$ cat config.mk
export PLATFORM = sky130hd
export DESIGN_NAME = pipe_ctrl_unit
export DESIGN_NICKNAME = d
export VERILOG_FILES = /design/src/rtl/pipe_ctrl_pkg.sv /design/src/rtl/pipe_ctrl_decode.sv /design/src/rtl/pipe_ctrl_unit.sv
export SDC_FILE = /design/constraint.sdc
export NUM_CORES = 1
export LEC_CHECK = 0
export CORE_AREA = 2 2 66 68
export DETAILED_ROUTE_END_ITERATION = 12
export DIE_AREA = 0 0 68 70
export PLACE_DENSITY = 0.94
export SLEW_MARGIN = 20
export SYNTH_ARGS = -nofsm -noshare
export SYNTH_HDL_FRONTEND = slang
export SYNTH_HIERARCHICAL = 1
export SYNTH_SLANG_ARGS = --single-unit
$ cat constraint.sdc
create_clock -name clk -period 5.9 [get_ports clk]
set_clock_uncertainty 0.2 [all_clocks]
set_input_delay 1.18 -clock clk [delete_from_list [all_inputs] [get_ports clk]]
set_output_delay 1.18 -clock clk [all_outputs]
set_load 0.01 [all_outputs]
$ cat src/rtl/pipe_ctrl_pkg.sv
// Shared encodings and the per-stage control bundle for the pipeline controller.
package pipe_ctrl_pkg;

  // Control bundles carry register indices at this width; REG_ADDR_W must match it.
  localparam int CTRL_WREG_W = 5;

  localparam logic [5:0] OP_RTYPE = 6'h00;
  localparam logic [5:0] OP_J     = 6'h02;
  localparam logic [5:0] OP_JAL   = 6'h03;
  localparam logic [5:0] OP_BEQ   = 6'h04;
  localparam logic [5:0] OP_BNE   = 6'h05;
  localparam logic [5:0] OP_LW    = 6'h23;
  localparam logic [5:0] OP_SW    = 6'h2b;

  localparam logic [5:0] FN_JR    = 6'h08;
  localparam logic [5:0] FN_JALR  = 6'h09;
  localparam logic [5:0] FN_MULT  = 6'h18;

  typedef enum logic [1:0] {
    ALU_ADD   = 2'b00,
    ALU_SUB   = 2'b01,
    ALU_RTYPE = 2'b10
  } alu_op_e;

  typedef struct packed {
    logic                   alu_src;
    alu_op_e                alu_op;
    logic                   link;
    logic                   mem_read;
    logic                   mem_write;
    logic                   reg_write;
    logic                   mem_to_reg;
    logic [CTRL_WREG_W-1:0] wreg;
  } ctrl_t;

  localparam ctrl_t CTRL_BUBBLE = '{
    alu_src:    1'b0,
    alu_op:     ALU_ADD,
    link:       1'b0,
    mem_read:   1'b0,
    mem_write:  1'b0,
    reg_write:  1'b0,
    mem_to_reg: 1'b0,
    wreg:       '0
  };

endpackage

$ cat src/rtl/pipe_ctrl_decode.sv
// Combinational ID-stage decoder: opcode/funct to control bundle plus redirect class flags.
// The mult flag port exists only when CTRL_MULDIV_EN is defined.
module pipe_ctrl_decode
  import pipe_ctrl_pkg::*;
#(
  parameter int REG_ADDR_W = 5,
  parameter int RA_ADDR    = 31
) (
  input  logic [5:0]            id_opcode,
  input  logic [5:0]            id_funct,
  input  logic [REG_ADDR_W-1:0] id_rt,
  input  logic [REG_ADDR_W-1:0] id_rd,
  output ctrl_t                 ctrl,
  output logic                  is_beq,
  output logic                  is_bne,
  output logic                  is_jump,
  output logic                  is_jump_r,
  output logic                  reads_rt
`ifdef CTRL_MULDIV_EN
  , output logic                is_mult
`endif
);

  always_comb begin
    ctrl      = CTRL_BUBBLE;
    is_beq    = 1'b0;
    is_bne    = 1'b0;
    is_jump   = 1'b0;
    is_jump_r = 1'b0;
    reads_rt  = 1'b0;
    case (id_opcode)
      OP_RTYPE: begin
        reads_rt = 1'b1;
        case (id_funct)
          FN_JR: is_jump_r = 1'b1;
          FN_JALR: begin
            is_jump_r      = 1'b1;
            ctrl.reg_write = 1'b1;
            ctrl.link      = 1'b1;
            ctrl.wreg      = CTRL_WREG_W'(id_rd);
          end
          default: begin
            ctrl.reg_write = 1'b1;
            ctrl.alu_op    = ALU_RTYPE;
            ctrl.wreg      = CTRL_WREG_W'(id_rd);
          end
        endcase
      end
      OP_BEQ: begin
        is_beq      = 1'b1;
        reads_rt    = 1'b1;
        ctrl.alu_op = ALU_SUB;
      end
      OP_BNE: begin
        is_bne      = 1'b1;
        reads_rt    = 1'b1;
        ctrl.alu_op = ALU_SUB;
      end
      OP_J: is_jump = 1'b1;
      OP_JAL: begin
        is_jump        = 1'b1;
        ctrl.reg_write = 1'b1;
        ctrl.link      = 1'b1;
        ctrl.wreg      = CTRL_WREG_W'(RA_ADDR);
      end
      OP_LW: begin
        ctrl.mem_read   = 1'b1;
        ctrl.mem_to_reg = 1'b1;
        ctrl.reg_write  = 1'b1;
        ctrl.alu_src    = 1'b1;
        ctrl.wreg       = CTRL_WREG_W'(id_rt);
      end
      OP_SW: begin
        reads_rt       = 1'b1;
        ctrl.mem_write = 1'b1;
        ctrl.alu_src   = 1'b1;
      end
      default: begin
        ctrl.alu_src   = 1'b1;
        ctrl.reg_write = 1'b1;
        ctrl.wreg      = CTRL_WREG_W'(id_rt);
      end
    endcase
    // $0 is hardwired; never let a write to it look like a producer to the hazard logic.
    if (ctrl.wreg == '0) ctrl.reg_write = 1'b0;
  end

`ifdef CTRL_MULDIV_EN
  assign is_mult = (id_opcode == OP_RTYPE) && (id_funct == FN_MULT);
`endif

endmodule

$ cat src/rtl/pipe_ctrl_unit.sv
// Pipeline control: ID decode, ID/EX, EX/MEM, MEM/WB control registers, hazard stall/flush.
// Define CTRL_MULDIV_EN to add the multi-cycle multiply occupancy counter and ex_mul_busy.
module pipe_ctrl_unit
  import pipe_ctrl_pkg::*;
#(
  parameter int REG_ADDR_W = 5,
  parameter int RA_ADDR    = 31,
  parameter int MUL_LAT    = 4
) (
  input  logic                  clk,
  input  logic                  rst_n,
  input  logic [5:0]            id_opcode,
  input  logic [5:0]            id_funct,
  input  logic [REG_ADDR_W-1:0] id_rs,
  input  logic [REG_ADDR_W-1:0] id_rt,
  input  logic [REG_ADDR_W-1:0] id_rd,
  input  logic                  id_eq,
  input  logic                  mem_stall,
  output logic                  pc_write,
  output logic                  ifid_write,
  output logic                  if_flush,
  output logic                  pc_src,
  output logic                  jump,
  output logic                  jump_r,
  output logic                  ex_alu_src,
  output logic [1:0]            ex_alu_op,
  output logic [REG_ADDR_W-1:0] ex_wreg,
  output logic                  ex_link,
  output logic                  mem_read,
  output logic                  mem_write,
  output logic [REG_ADDR_W-1:0] mem_wreg,
  output logic                  wb_reg_write,
  output logic                  wb_mem_to_reg,
  output logic [REG_ADDR_W-1:0] wb_wreg
`ifdef CTRL_MULDIV_EN
  , output logic                ex_mul_busy
`endif
);

  if (MUL_LAT < 2 || MUL_LAT > 15) begin : g_bad_mul_lat
    $error("pipe_ctrl_unit: MUL_LAT must be in 2..15");
  end

  ctrl_t                  dec_ctrl;
  logic                   dec_beq, dec_bne, dec_jump, dec_jump_r, dec_reads_rt;
  ctrl_t                  idex_q, exmem_q;
  logic                   wb_reg_write_q, wb_mem_to_reg_q;
  logic [CTRL_WREG_W-1:0] wb_wreg_q;
  logic [CTRL_WREG_W-1:0] rs_w, rt_w;
  logic                   load_use, br_haz, data_haz, mul_busy, stall, is_branch;
  logic                   ex_hit, mem_hit;

`ifdef CTRL_MULDIV_EN
  logic       dec_mult;
  logic [3:0] mul_cnt_q;
`endif

  pipe_ctrl_decode #(
    .REG_ADDR_W (REG_ADDR_W),
    .RA_ADDR    (RA_ADDR)
  ) u_decode (
    .id_opcode (id_opcode),
    .id_funct  (id_funct),
    .id_rt     (id_rt),
    .id_rd     (id_rd),
    .ctrl      (dec_ctrl),
    .is_beq    (dec_beq),
    .is_bne    (dec_bne),
    .is_jump   (dec_jump),
    .is_jump_r (dec_jump_r),
    .reads_rt  (dec_reads_rt)
`ifdef CTRL_MULDIV_EN
    , .is_mult (dec_mult)
`endif
  );

`ifdef CTRL_MULDIV_EN
  assign mul_busy    = (mul_cnt_q != 4'd0);
  assign ex_mul_busy = mul_busy;
`else
  assign mul_busy = 1'b0;
`endif

  always_comb begin
    rs_w      = CTRL_WREG_W'(id_rs);
    rt_w      = CTRL_WREG_W'(id_rt);
    is_branch = dec_beq | dec_bne | dec_jump_r;
    load_use  = idex_q.mem_read && (idex_q.wreg != '0) &&
                ((idex_q.wreg == rs_w) || (dec_reads_rt && (idex_q.wreg == rt_w)));
    // jr/jalr only source rs; beq/bne compare both operands in ID.
    ex_hit    = (idex_q.wreg == rs_w) || ((dec_beq | dec_bne) && (idex_q.wreg == rt_w));
    mem_hit   = (exmem_q.wreg == rs_w) || ((dec_beq | dec_bne) && (exmem_q.wreg == rt_w));
    br_haz    = is_branch && ((idex_q.reg_write && ex_hit) || (exmem_q.mem_read && mem_hit));
    data_haz  = load_use | br_haz;
    stall     = mem_stall | mul_busy | data_haz;

    pc_write   = !stall;
    ifid_write = !stall;
    pc_src     = !stall && ((dec_beq && id_eq) || (dec_bne && !id_eq));
    jump       = !stall && dec_jump;
    jump_r     = !stall && dec_jump_r;
    if_flush   = pc_src | jump | jump_r;
  end

  always_ff @(posedge clk or negedge rst_n) begin
    if (!rst_n) begin
      idex_q          <= CTRL_BUBBLE;
      exmem_q         <= CTRL_BUBBLE;
      wb_reg_write_q  <= 1'b0;
      wb_mem_to_reg_q <= 1'b0;
      wb_wreg_q       <= '0;
    end else if (!mem_stall) begin
      wb_reg_write_q  <= exmem_q.reg_write;
      wb_mem_to_reg_q <= exmem_q.mem_to_reg;
      wb_wreg_q       <= exmem_q.wreg;
      exmem_q         <= mul_busy ? CTRL_BUBBLE : idex_q;
      if (!mul_busy) idex_q <= data_haz ? CTRL_BUBBLE : dec_ctrl;
    end
  end

`ifdef CTRL_MULDIV_EN
  // The mult occupies EX for MUL_LAT cycles: the load cycle plus MUL_LAT-1 busy cycles.
  always_ff @(posedge clk or negedge rst_n) begin
    if (!rst_n) begin
      mul_cnt_q <= 4'd0;
    end else if (!mem_stall) begin
      if (mul_busy) mul_cnt_q <= mul_cnt_q - 4'd1;
      else if (dec_mult && !data_haz) mul_cnt_q <= 4'(MUL_LAT - 1);
    end
  end
`endif

  assign ex_alu_src    = idex_q.alu_src;
  assign ex_alu_op     = idex_q.alu_op;
  assign ex_wreg       = idex_q.wreg[REG_ADDR_W-1:0];
  assign ex_link       = idex_q.link;
  assign mem_read      = exmem_q.mem_read;
  assign mem_write     = exmem_q.mem_write;
  assign mem_wreg      = exmem_q.wreg[REG_ADDR_W-1:0];
  assign wb_reg_write  = wb_reg_write_q;
  assign wb_mem_to_reg = wb_mem_to_reg_q;
  assign wb_wreg       = wb_wreg_q[REG_ADDR_W-1:0];

endmodule

==> results by group, run 1 <==
Clock tree
  • Total clock buffers created by CTS: 5
  • Clock tree sinks: 29
  • Insertion delay to the later sink of the worst-skew pair: 0.29 ns
  • CTS tree: done
  • Post-CTS setup buffers: 0
  • Clock-pin slew on the worst setup and hold paths: 0.07 ns
  • Number of buffers inserted by hold repair at cts: 0
  • H-tree depth reported by CTS: 2
  • Max Buffers Root-to-Sink: 2
  • Clk Tree Root Cell: sky130_fd_sc_hd__clkbuf_8
  • Gates resized, CTS repair: 0

Critical path
  • Largest stage delay, worst path: 0.58 ns
  • Data arrival, critical path: 4.13 ns
  • Critical path class: input port to output port
  • Standard cell with the maximum stage delay on the critical path: sky130_fd_sc_hd__or4_4
  • Required time at the endpoint of the critical path: 4.52 ns
  • Biggest fanout along the worst timing path: 14
  • Series of cell instances along the critical path: clkdlybuf4s50_1, or4_4, or3_4, nor2_1, or3_1, o211ai_2, nand3_4, nor2_1, clkdlybuf4s50_1
  • Sort of element at the start of the critical path: input port
  • Category of the worst setup path capture point: output port

Synthesis
  • Syn Inst Count: 194
  • Total standard cell area after synthesis: 1980 µm²
  • Share of the yosys chip area belonging to registers: 0.367
  • Post-synthesis sequential element count: 29
  • Yosys warns: 6
  • Post-synth cell types: 43
  • Cell accounting for the most synthesized area: sky130_fd_sc_hd__dfrtp_1
  • Post-synth EDFFs: 0
  • Average size of a mapped cell: 10.2 µm²
  • Cell types with the largest area share after synthesis: sky130_fd_sc_hd__dfrtp_1 (37%), sky130_fd_sc_hd__mux2_2 (9.1%), sky130_fd_sc_hd__xnor2_1 (8.0%)
  • Top-area cell type share of the netlist area: 0.367
  • Primary FF master, synth: sky130_fd_sc_hd__dfrtp_1
  • Async SR Flop Fraction: 1.00
  • Number of nets in the synthesized netlist: 225

Floorplan
  • Count of boundary I/O pins: 60
  • X dimension of the die: 68 µm
  • Placeable core region: 4140 µm²
  • Initial core utilization: 0.477
  • Number of cell rows: 24
  • Die outline height: 70 µm
  • Full die area: 4760 µm²

Timing
  • Share of the clock period used by the worst path after layout: 0.934
  • Sum of negative setup slack: 0 ns
  • Setup-failing EPs final: 0
  • Max-slew violations: 0
  • Slew of the pin with the lowest slew margin: 0.659 ns
  • Final Hold Violating Endpoints: 0
  • Worst-case headroom to the max-slew limit: 0.559
  • Maximum clock rate: 181 MHz
  • Final worst setup slack: 0.390 ns
  • RSZ-0062 raised after global routing: no
  • Final hold slack: 0.299 ns
  • Min cycle time layout: 5.51 ns

Finish
  • Non-filler instance count after layout: 293
  • Total inserted antenna cells: 0
  • Most frequent standard cell in the layout excluding fill and tap cells: sky130_fd_sc_hd__clkdlybuf4s50_1
  • Number of filler cells placed in the layout: 367
  • Share of layout cells above drive strength 1: 0.187
  • Top library cells by usage in the layout, fill and taps aside: sky130_fd_sc_hd__clkdlybuf4s50_1 (59), sky130_fd_sc_hd__dfrtp_1 (29), sky130_fd_sc_hd__nand2_1 (20)
  • Number of nets in the layout: 271
  • Area growth, synth to finish: 30.1%

Drt
  • Routed wirelength normalized by instance count: 15.6 µm
  • Number of optimization iterations in the first detailed-route pass: 4
  • Residual antenna-violating net count after detailed routing: 0
  • Vias per cell: 5.55
  • Total DRC errors in the routed layout: 0
  • DRC violation total after the first TritonRoute iteration: 100
  • Total vias in the final route: 1625
  • Routed WL: 4570 µm

Placement
  • Worst slack after detailed placement: 0.414 ns
  • DP Cell Count: 285
  • Count of port buffers added during placement: 59
  • Post-DP HPWL: 3400 µm
  • Final GP Congestion: 0.850

Worst hold path
  • Worst hold path type: flip-flop to flip-flop

Job
  • Max-cap viol count: 0

Global route
  • Largest net degree at the start of global routing: 37
  • GRT overflow: 0
  • Total routing resource utilization after global routing: 0.206
  • Antenna violations before repair: 0
  • Via count of the first global-routing pass: 1608
  • Global-route wire length before repair: 7400 µm

Power
  • Max IR drop VDD: 134 µV
  • Total leakage power: 1.01 nW
  • Power per cell area: 237 nW/µm²

Outcome
  • Outcome: finished clean
==> path summary, 6_finish.rpt <==
| path | startpoint | to | slack, ns | depth (start not counted) |
|---|---|---|---|---|
| worst max-delay path | id_opcode[2] | ifid_write | 0.39 | 9 |
| worst min-delay path | ex_link | ex_link | 0.30 | 2 |
| worst max register to register | ex_wreg[1] | idex_q[5] | 3.77 | 4 |
| worst min register to register | ex_link | ex_link | 0.30 | 2 |
| max in group asynchronous | rst_n | ex_alu_op[0] | 4.16 | 2 |
| min in group asynchronous | rst_n | ex_wreg[2] | 1.08 | 2 |
==> cell usage after synthesis (2+ instances only) <==
cell type                  count
sky130_fd_sc_hd__nor2b_1       2
sky130_fd_sc_hd__nand2_1      20
sky130_fd_sc_hd__clkbuf_8      3
sky130_fd_sc_hd__a21oi_1       2
sky130_fd_sc_hd__o21ai_1      10
sky130_fd_sc_hd__a221o_2       6
sky130_fd_sc_hd__nor3_1        4
sky130_fd_sc_hd__or4_4         2
sky130_fd_sc_hd__nor4_1        3
sky130_fd_sc_hd__nor2_1        9
sky130_fd_sc_hd__and2_1        2
sky130_fd_sc_hd__xnor2_1      18
sky130_fd_sc_hd__xor2_1        2
sky130_fd_sc_hd__clkbuf_1      2
sky130_fd_sc_hd__mux2_2       16
sky130_fd_sc_hd__buf_4        14
sky130_fd_sc_hd__or3_1         2
sky130_fd_sc_hd__nand4_1      15
sky130_fd_sc_hd__buf_6         2
sky130_fd_sc_hd__nor3b_2       2
sky130_fd_sc_hd__nand3_1       5
sky130_fd_sc_hd__dfrtp_1      29
sky130_fd_sc_hd__o21ai_0       4
==> worst max-delay path, delay by kind of cell <==
| kind | cells | cell delay (ns) |
|---|---|---|
| buffers and inverters | 2 | 1.02 |
| AOI/OAI and AO/OA | 1 | 0.31 |
| and+or+nand+nor | 6 | 1.63 |
==> area by class of cell <==
type | count | area, µm² | area share
multi-input cells | 141 | 1040 | 0.406
flip-flops and latches | 29 | 726 | 0.282
repair buffers | 62 | 613 | 0.238
clock inverters | 2 | 37.5 | 0.0146
clock buffers | 6 | 82.6 | 0.0321
well taps | 52 | 65.1 | 0.0253
inverters | 1 | 3.75 | 0.00146
==> cell families (layout without fill, tap and decap cells) <==
logic type	Yosys count	after routing	share of synthesized area
mux	17	17	0.0962
compound gates	31	31	0.127
flops	29	29	0.367
xor+xnor	20	20	0.0886
buf+inv	24	71	0.104
simple gates	73	73	0.216
==> where the power goes <==
group | total, mW | switching (mW) | internal [mW]
Clock | 0.220 | 0.0826 | 0.137
Combinational | 0.148 | 0.0591 | 0.0886
Sequential | 0.241 | 0.0228 | 0.219
Total | 0.609 | 0.164 | 0.444
==> layer usage <==
metal	track usage	vias up	part of all wire
met2	0.345	65	0.50
met3	0.0789	4	0.076
met1	0.248	766	0.42
met4	0.0422	0	0.0077
met5	0	-	0
li1	-	790	-
==> metrics by stage <==
step / power, mW / utilization / instance area [µm²]
3_5_place_dp: 0.394 / 0.592 / 2450
4_1_cts: 0.614 / 0.621 / 2570
3_3_place_gp: 0.389 / 0.592 / 2450
5_1_grt: 0.637 / 0.621 / 2570
2_1_floorplan: 0.327 / - / 1980
6_report: 0.609 / 0.621 / 2570
(Power assumes the default switching activity.)
==> run 2, diff against run 1 <==
- CORE_AREA: 2 2 66 68 -> 2 2 68 70
- DIE_AREA: 0 0 68 70 -> 0 0 70 72
- PLACE_DENSITY: 0.94 -> 0.9
- clock period: 5.9 -> 5.4 ns (I/O delays scaled with it)
==> run 2 against run 1 <==
- power up 5.7%
- via count decreased by 2.2%
- core utilization decreased by 1.8 points
==> results by group, run 2 (same netlist as run 1, synthesis figures left out) <==
Clock tree
  • Number of buffers inserted by hold repair at cts: 0 (unchanged)
  • Total clock buffers created by CTS: 5 (unchanged)
  • H-tree depth reported by CTS: 2 (unchanged)
  • Insertion delay to the later sink of the worst-skew pair: 0.28 ns (about the same)
  • Clock tree sinks: 29 (unchanged)
  • CTS tree: done
  • Clock-pin slew on the worst setup and hold paths: 0.06 ns (about the same)
  • Clk Tree Root Cell: sky130_fd_sc_hd__clkbuf_8
  • Max Buffers Root-to-Sink: 2 (unchanged)

Floorplan
  • X dimension of the die: 70 µm (+2.9%)
  • Count of boundary I/O pins: 60 (unchanged)
  • Initial core utilization: 0.464 (-0.0134)
  • Placeable core region: 4260 µm² (+2.9%)
  • Number of cell rows: 24 (unchanged)
  • Full die area: 5040 µm² (+5.9%)
  • Die outline height: 72 µm (+2.9%)

Critical path
  • Biggest fanout along the worst timing path: 6 (-8)
  • Data arrival, critical path: 3.89 ns (-0.24 ns)
  • Series of cell instances along the critical path: clkdlybuf4s50_1, or2_2, nor4b_2, nor2b_1, o21ai_0, o22ai_1, nand3_1, nand3_4, nor2_1, clkdlybuf4s50_1
  • Critical path class: input port to output port
  • Required time at the endpoint of the critical path: 4.12 ns (-0.40 ns)
  • Sort of element at the start of the critical path: input port
  • Category of the worst setup path capture point: output port
  • Standard cell with the maximum stage delay on the critical path: sky130_fd_sc_hd__clkdlybuf4s50_1
  • Largest stage delay, worst path: 0.51 ns (-0.07 ns)
  • Number of buffer and inverter instances along the worst setup path: 2 (unchanged)
  • Cell repeated most along the worst path: sky130_fd_sc_hd__clkdlybuf4s50_1
  • Cell family contributing the most delay on the critical path: simple AND/OR/NAND/NOR gates

Timing
  • RSZ-0062 raised after global routing: no
  • Final Hold Violating Endpoints: 0 (unchanged)
  • Setup-failing EPs final: 0 (unchanged)
  • Max-slew violations: 0 (unchanged)
  • Maximum clock rate: 193 MHz
  • Share of the clock period used by the worst path after layout: 0.957
  • Worst-case headroom to the max-slew limit: 0.690 (+0.130)
  • Min cycle time layout: 5.17 ns
  • Sum of negative setup slack: 0 ns (unchanged)
  • Slew of the pin with the lowest slew margin: 0.464 ns (-0.195 ns)

Placement
  • DP Cell Count: 286 (+0.35%)
  • Count of port buffers added during placement: 59 (unchanged)
  • Post-DP HPWL: 3410 µm (+0.34%)
  • Final GP Congestion: 0.812 (-4.5%)

Finish
  • Most frequent standard cell in the layout excluding fill and tap cells: sky130_fd_sc_hd__clkdlybuf4s50_1
  • Non-filler instance count after layout: 293 (unchanged)
  • Area growth, synth to finish: 30.0% (about the same)
  • Number of nets in the layout: 272 (+0.37%)
  • Total inserted antenna cells: 0 (unchanged)
  • Share of layout cells above drive strength 1: 0.191 (+0.00415)
  • Top library cells by usage in the layout, fill and taps aside: sky130_fd_sc_hd__clkdlybuf4s50_1 (59), sky130_fd_sc_hd__dfrtp_1 (29), sky130_fd_sc_hd__nand2_1 (20)

Drt
  • Routed WL: 4600 µm (+0.52%)
  • Number of optimization iterations in the first detailed-route pass: 4 (unchanged)
  • Total DRC errors in the routed layout: 0 (unchanged)
  • Residual antenna-violating net count after detailed routing: 0 (unchanged)
  • Total vias in the final route: 1590 (-2.2%)
  • Vias per cell: 5.43 (-2.2%)
  • Routed wirelength normalized by instance count: 15.7 µm (+0.52%)
  • DRC violation total after the first TritonRoute iteration: 51 (-49%)

Global route
  • Largest net degree at the start of global routing: 37 (unchanged)
  • GRT overflow: 0 (unchanged)
  • Via count of the first global-routing pass: 1618 (+0.62%)
  • Total routing resource utilization after global routing: 0.191 (-0.0151)
  • Antenna violations before repair: 0 (unchanged)
  • Global-route wire length before repair: 7660 µm (+3.5%)

Worst hold path
  • Worst hold path type: flip-flop to flip-flop

Job
  • Max-cap viol count: 0 (unchanged)

Power
  • Power per cell area: 250 nW/µm² (+5.8%)
  • Total leakage power: 1.01 nW (+0.19%)
  • Max IR drop VDD: 154 µV (+15%)

Outcome
  • Outcome: finished clean
-- run 2: cell count changes in the layout (fill, tap and decap cells not counted) --
cell,previous run,this run
sky130_fd_sc_hd__clkbuf_8,6,5
sky130_fd_sc_hd__buf_4,3,4
sky130_fd_sc_hd__nor4b_1,1,0
sky130_fd_sc_hd__clkinv_2,0,1
sky130_fd_sc_hd__nor4b_2,0,1
sky130_fd_sc_hd__clkinvlp_4,1,0
-- run 2: report_power, final --
part	internal, mW	switching [mW]	leakage (nW)
sequential	0.239	0.0251	0.368
combinational	0.0968	0.0647	0.588
clock	0.134	0.0838	0.0540
-- run 2: metal layers --
metal | routed length, µm | up-vias | global-route usage
met3 | 302 | 7 | 0.0597
met5 | 0 | - | 0
li1 | - | 788 | -
met1 | 1960 | 742 | 0.241
met4 | 44 | 0 | 0.0513
met2 | 2290 | 53 | 0.320
-- run 2: worst paths after layout --
check | to | slack [ns] | from | depth (start not counted)
worst min-delay path | idex_q[5] | 0.29 | idex_q[5] | 2
min in group asynchronous | wb_wreg[1] | 0.98 | rst_n | 2
worst min register to register | idex_q[5] | 0.29 | idex_q[5] | 2
worst max-delay path | ifid_write | 0.23 | id_opcode[3] | 10
max in group asynchronous | mem_wreg[3] | 3.74 | rst_n | 2
worst max register to register | idex_q[7] | 3.31 | ex_wreg[1] | 4
-- run 2: layout make-up --
class | count | area [µm²]
Sequential cell | 29 | 726
Clock inverter | 2 | 35.0
Clock buffer | 5 | 68.8
Fill cell | 385 | 1690
Tap cell | 52 | 65.1
Multi-Input combinational cell | 141 | 1050
Inverter | 1 | 3.75
Timing Repair Buffer | 63 | 621
-- run 2: through the flow --
step / worst slack (ns) / hold WS, ns / power (mW) / utilization / area (µm²)
4_1_cts: 0.105 / 0.301 / 0.649 / 0.601 / 2560
5_1_grt: 0.0617 / 0.315 / 0.673 / 0.603 / 2570
2_1_floorplan: 1.22 / 0.249 / 0.357 / - / 1980
3_3_place_gp: 0.218 / 0.272 / 0.425 / 0.577 / 2460
3_5_place_dp: 0.141 / 0.279 / 0.430 / 0.577 / 2460
6_report: 0.231 / 0.291 / 0.643 / 0.603 / 2570
-- run 2: worst min-delay path, stage by stage, from the launching register on --
cell and delay [ns]:
sky130_fd_sc_hd__dfrtp_1 0.34, sky130_fd_sc_hd__nand2_1 0.05, sky130_fd_sc_hd__o21ai_0 0.06
-- run 2: timing repair --
| action | CTS | global route |
|---|---|---|
| gates resized for setup | 0 | 1 |
| buffers inserted | 0 | 0 |
| endpoints found under the setup margin | 0 | 6 |
==> run 3, diff against run 2 <==
- clock period: 5.4 -> 5.1 ns (I/O delays scaled with it)
==> run 3 against run 2 <==
- global-route usage up 0.095 points
- power rose by 5.2%
- non-clock buffer count up 1
- cell area is 0.39% higher
- critical endpoint unchanged
- sequential power increased by 6%
- core utilization grew 0.23 points
- first-iteration DRC count grew 88%
==> results by group, run 3 (same netlist as run 1, synthesis figures left out) <==
Outcome
  • Outcome: finished clean

Power
  • Switching power: 179 µW (+3.2%)
  • Power per cell area: 262 nW/µm² (+4.8%)
  • Sequential group share of total power: 0.412 (+0.002)
  • Total leakage power: 1.02 nW (+0.54%)
  • Proportion of total power due to net switching: 0.265 (-0.00503)
  • Clock power share: 0.333 (-0.005)
  • Max IR drop VDD: 141 µV (-8.8%)
  • Share of power burned in combinational logic: 0.255 (+0.004)
  • Internal power contribution: 497 µW (+5.9%)

Finish
  • Area growth, synth to finish: 30.5%
  • Total inserted antenna cells: 0 (unchanged)
  • Final design area excluding fillers: 2580 µm² (+0.39%)
  • Number of nets in the layout: 273 (+0.37%)
  • Final core utilization: 0.605 (+0.00235)
  • Most frequent standard cell in the layout excluding fill and tap cells: sky130_fd_sc_hd__clkdlybuf4s50_1
  • Number of filler cells placed in the layout: 370 (-3.9%)
  • Share of layout cells above drive strength 1: 0.198 (+0.00748)
  • Multi-input logic area: 1050 µm² (+0.24%)
  • Area taken by flip-flops and latches: 726 µm² (unchanged)
  • Top library cells by usage in the layout, fill and taps aside: sky130_fd_sc_hd__clkdlybuf4s50_1 (59), sky130_fd_sc_hd__dfrtp_1 (29), sky130_fd_sc_hd__nand2_1 (20)

Clock tree
  • Number of buffers inserted by hold repair at cts: 0 (unchanged)
  • Clock-pin slew on the worst setup and hold paths: 0.06 ns (about the same)
  • Max Buffers Root-to-Sink: 2 (unchanged)
  • Clock tree sinks: 29 (unchanged)
  • H-tree depth reported by CTS: 2 (unchanged)
  • Total clock buffers created by CTS: 5 (unchanged)
  • Insertion delay to the later sink of the worst-skew pair: 0.28 ns (about the same)
  • CTS tree: done
  • Clk Tree Root Cell: sky130_fd_sc_hd__clkbuf_8

Floorplan
  • Count of boundary I/O pins: 60 (unchanged)
  • Placeable core region: 4260 µm² (unchanged)
  • Number of cell rows: 24 (unchanged)
  • Full die area: 5040 µm² (unchanged)
  • Initial core utilization: 0.464 (unchanged)
  • Die outline height: 72 µm (unchanged)
  • X dimension of the die: 70 µm (unchanged)

Critical path
  • Data arrival, critical path: 3.75 ns (-0.14 ns)
  • Register-to-Register Setup Slack: 2.98 ns (-0.33 ns)
  • Series of cell instances along the critical path: clkdlybuf4s50_1, or4_4, or3_4, nor2_1, or3_1, nand3_1, nand3_4, nor2_1, clkdlybuf4s50_1
  • Capture instance of the worst register-to-register path: idex_q[6]
  • Biggest fanout along the worst timing path: 7 (+1)
  • Largest stage delay, worst path: 0.58 ns (+0.07 ns)
  • Number of cells on the critical path: 9 (-1)
  • Required time at the endpoint of the critical path: 3.88 ns (-0.24 ns)
  • Sort of element at the start of the critical path: input port
  • Cell family contributing the most delay on the critical path: simple AND/OR/NAND/NOR gates
  • Critical path class: input port to output port
  • Endpoint of the most critical setup path: ifid_write
  • Number of buffer and inverter instances along the worst setup path: 2 (unchanged)
  • Worst Setup SP: id_opcode[2]
  • Standard cell with the maximum stage delay on the critical path: sky130_fd_sc_hd__or4_4
  • Critical R2R Launch: ex_wreg[1]
  • Depth of the worst register-to-register path: 4 (unchanged)
  • Category of the worst setup path capture point: output port

Placement
  • Area after detailed placement: 2470 µm² (+0.31%)
  • Final GP Congestion: 0.839 (+3.4%)
  • Count of port buffers added during placement: 59 (unchanged)
  • Post-DP HPWL: 3450 µm (+1.1%)

Timing
  • Max-slew violations: 0 (unchanged)
  • Worst-case headroom to the max-slew limit: 0.657 (-0.0326)
  • Sum of negative setup slack: 0 ns (unchanged)
  • Slew of the pin with the lowest slew margin: 0.510 ns (+0.0460 ns)
  • Min cycle time layout: 4.97 ns
  • Setup-failing EPs final: 0 (unchanged)
  • Maximum clock rate: 201 MHz
  • RSZ-0062 raised after global routing: no
  • Share of the clock period used by the worst path after layout: 0.974
  • Final hold slack: 0.297 ns (+0.00592 ns)
  • Final Hold Violating Endpoints: 0 (unchanged)

Global route
  • Largest net degree at the start of global routing: 37 (unchanged)
  • Global-route wire length before repair: 7690 µm (+0.35%)
  • Total routing resource utilization after global routing: 0.192 (+0.000949)
  • Antenna violations before repair: 0 (unchanged)
  • GRT overflow: 0 (unchanged)
  • Via count of the first global-routing pass: 1682 (+4.0%)

Drt
  • Residual antenna-violating net count after detailed routing: 0 (unchanged)
  • Routed wirelength normalized by instance count: 15.7 µm (about the same)
  • Total vias in the final route: 1637 (+3.0%)
  • Number of optimization iterations in the first detailed-route pass: 4 (unchanged)
  • Total DRC errors in the routed layout: 0 (unchanged)
  • Vias per cell: 5.57 (+2.6%)
  • DRC violation total after the first TritonRoute iteration: 96 (+88%)
  • Routed WL: 4620 µm (+0.44%)

Job
  • Max-cap viol count: 0 (unchanged)

Worst hold path
  • Worst hold path type: flip-flop to flip-flop
[run 3: changes by cell type in the layout (fill, tap and decap cells not counted), sizes merged]
cell and delta:
buf +1
[run 3: cell type report]
cell class,instances,area share
clock buffer,5,0.0267
multi-input combinational,141,0.408
inverter,1,0.00145
sequential,29,0.281
clock inverter,2,0.0136
timing repair buffer,64,0.243
tap,52,0.0252
[run 3: how the worst min path moves through the flow]
stage,start,endpoint,slack [ns],depth (start not counted)
2_1_floorplan,idex_q[5],idex_q[5],0.25,2
3_3_place_gp,idex_q[5],idex_q[5],0.27,2
3_5_place_dp,ex_alu_op[0],ex_alu_op[0],0.28,2
4_1_cts,idex_q[5],idex_q[5],0.30,2
5_1_grt,ex_alu_op[0],ex_alu_op[0],0.32,2
6_report,ex_alu_src,ex_alu_src,0.30,2
[run 3: what timing repair did]
action                                  4_1_cts  5_1_grt
buffers inserted                              0        0
endpoints found under the setup margin        0        6
resized for setup                             0        2
[run 3: through the flow]
step	cells	power [mW]	setup WS, ns
2_1_floorplan	194	0.378	1.04
3_3_place_gp	287	0.450	0.105
3_5_place_dp	287	0.456	0.0603
4_1_cts	294	0.684	0.0388
5_1_grt	294	0.710	0.0123
6_report	294	0.677	0.133
[run 3: routing by layer]
layer / GRT usage / part of all wire
met5: 0 / 0
met4: 0.0534 / 0.0082
met3: 0.0625 / 0.067
met2: 0.334 / 0.49
met1: 0.229 / 0.43
[run 3: power groups by stage]
| stage | Sequential [mW] | Combinational, mW | Clock [mW] |
|---|---|---|---|
| after global placement | 0.282 | 0.168 | 0 |
| after detailed placement | 0.284 | 0.172 | 0 |
| after global routing | 0.284 | 0.185 | 0.242 |
| final | 0.279 | 0.172 | 0.225 |
| after floorplan | 0.282 | 0.0962 | 0 |
| after CTS | 0.279 | 0.173 | 0.232 |
[run 3: worst min-delay path, cell delays in order, from the launching register on]
cell and delay, ns:
sky130_fd_sc_hd__dfrtp_1 0.35, sky130_fd_sc_hd__nand2_1 0.05, sky130_fd_sc_hd__o21ai_1 0.06
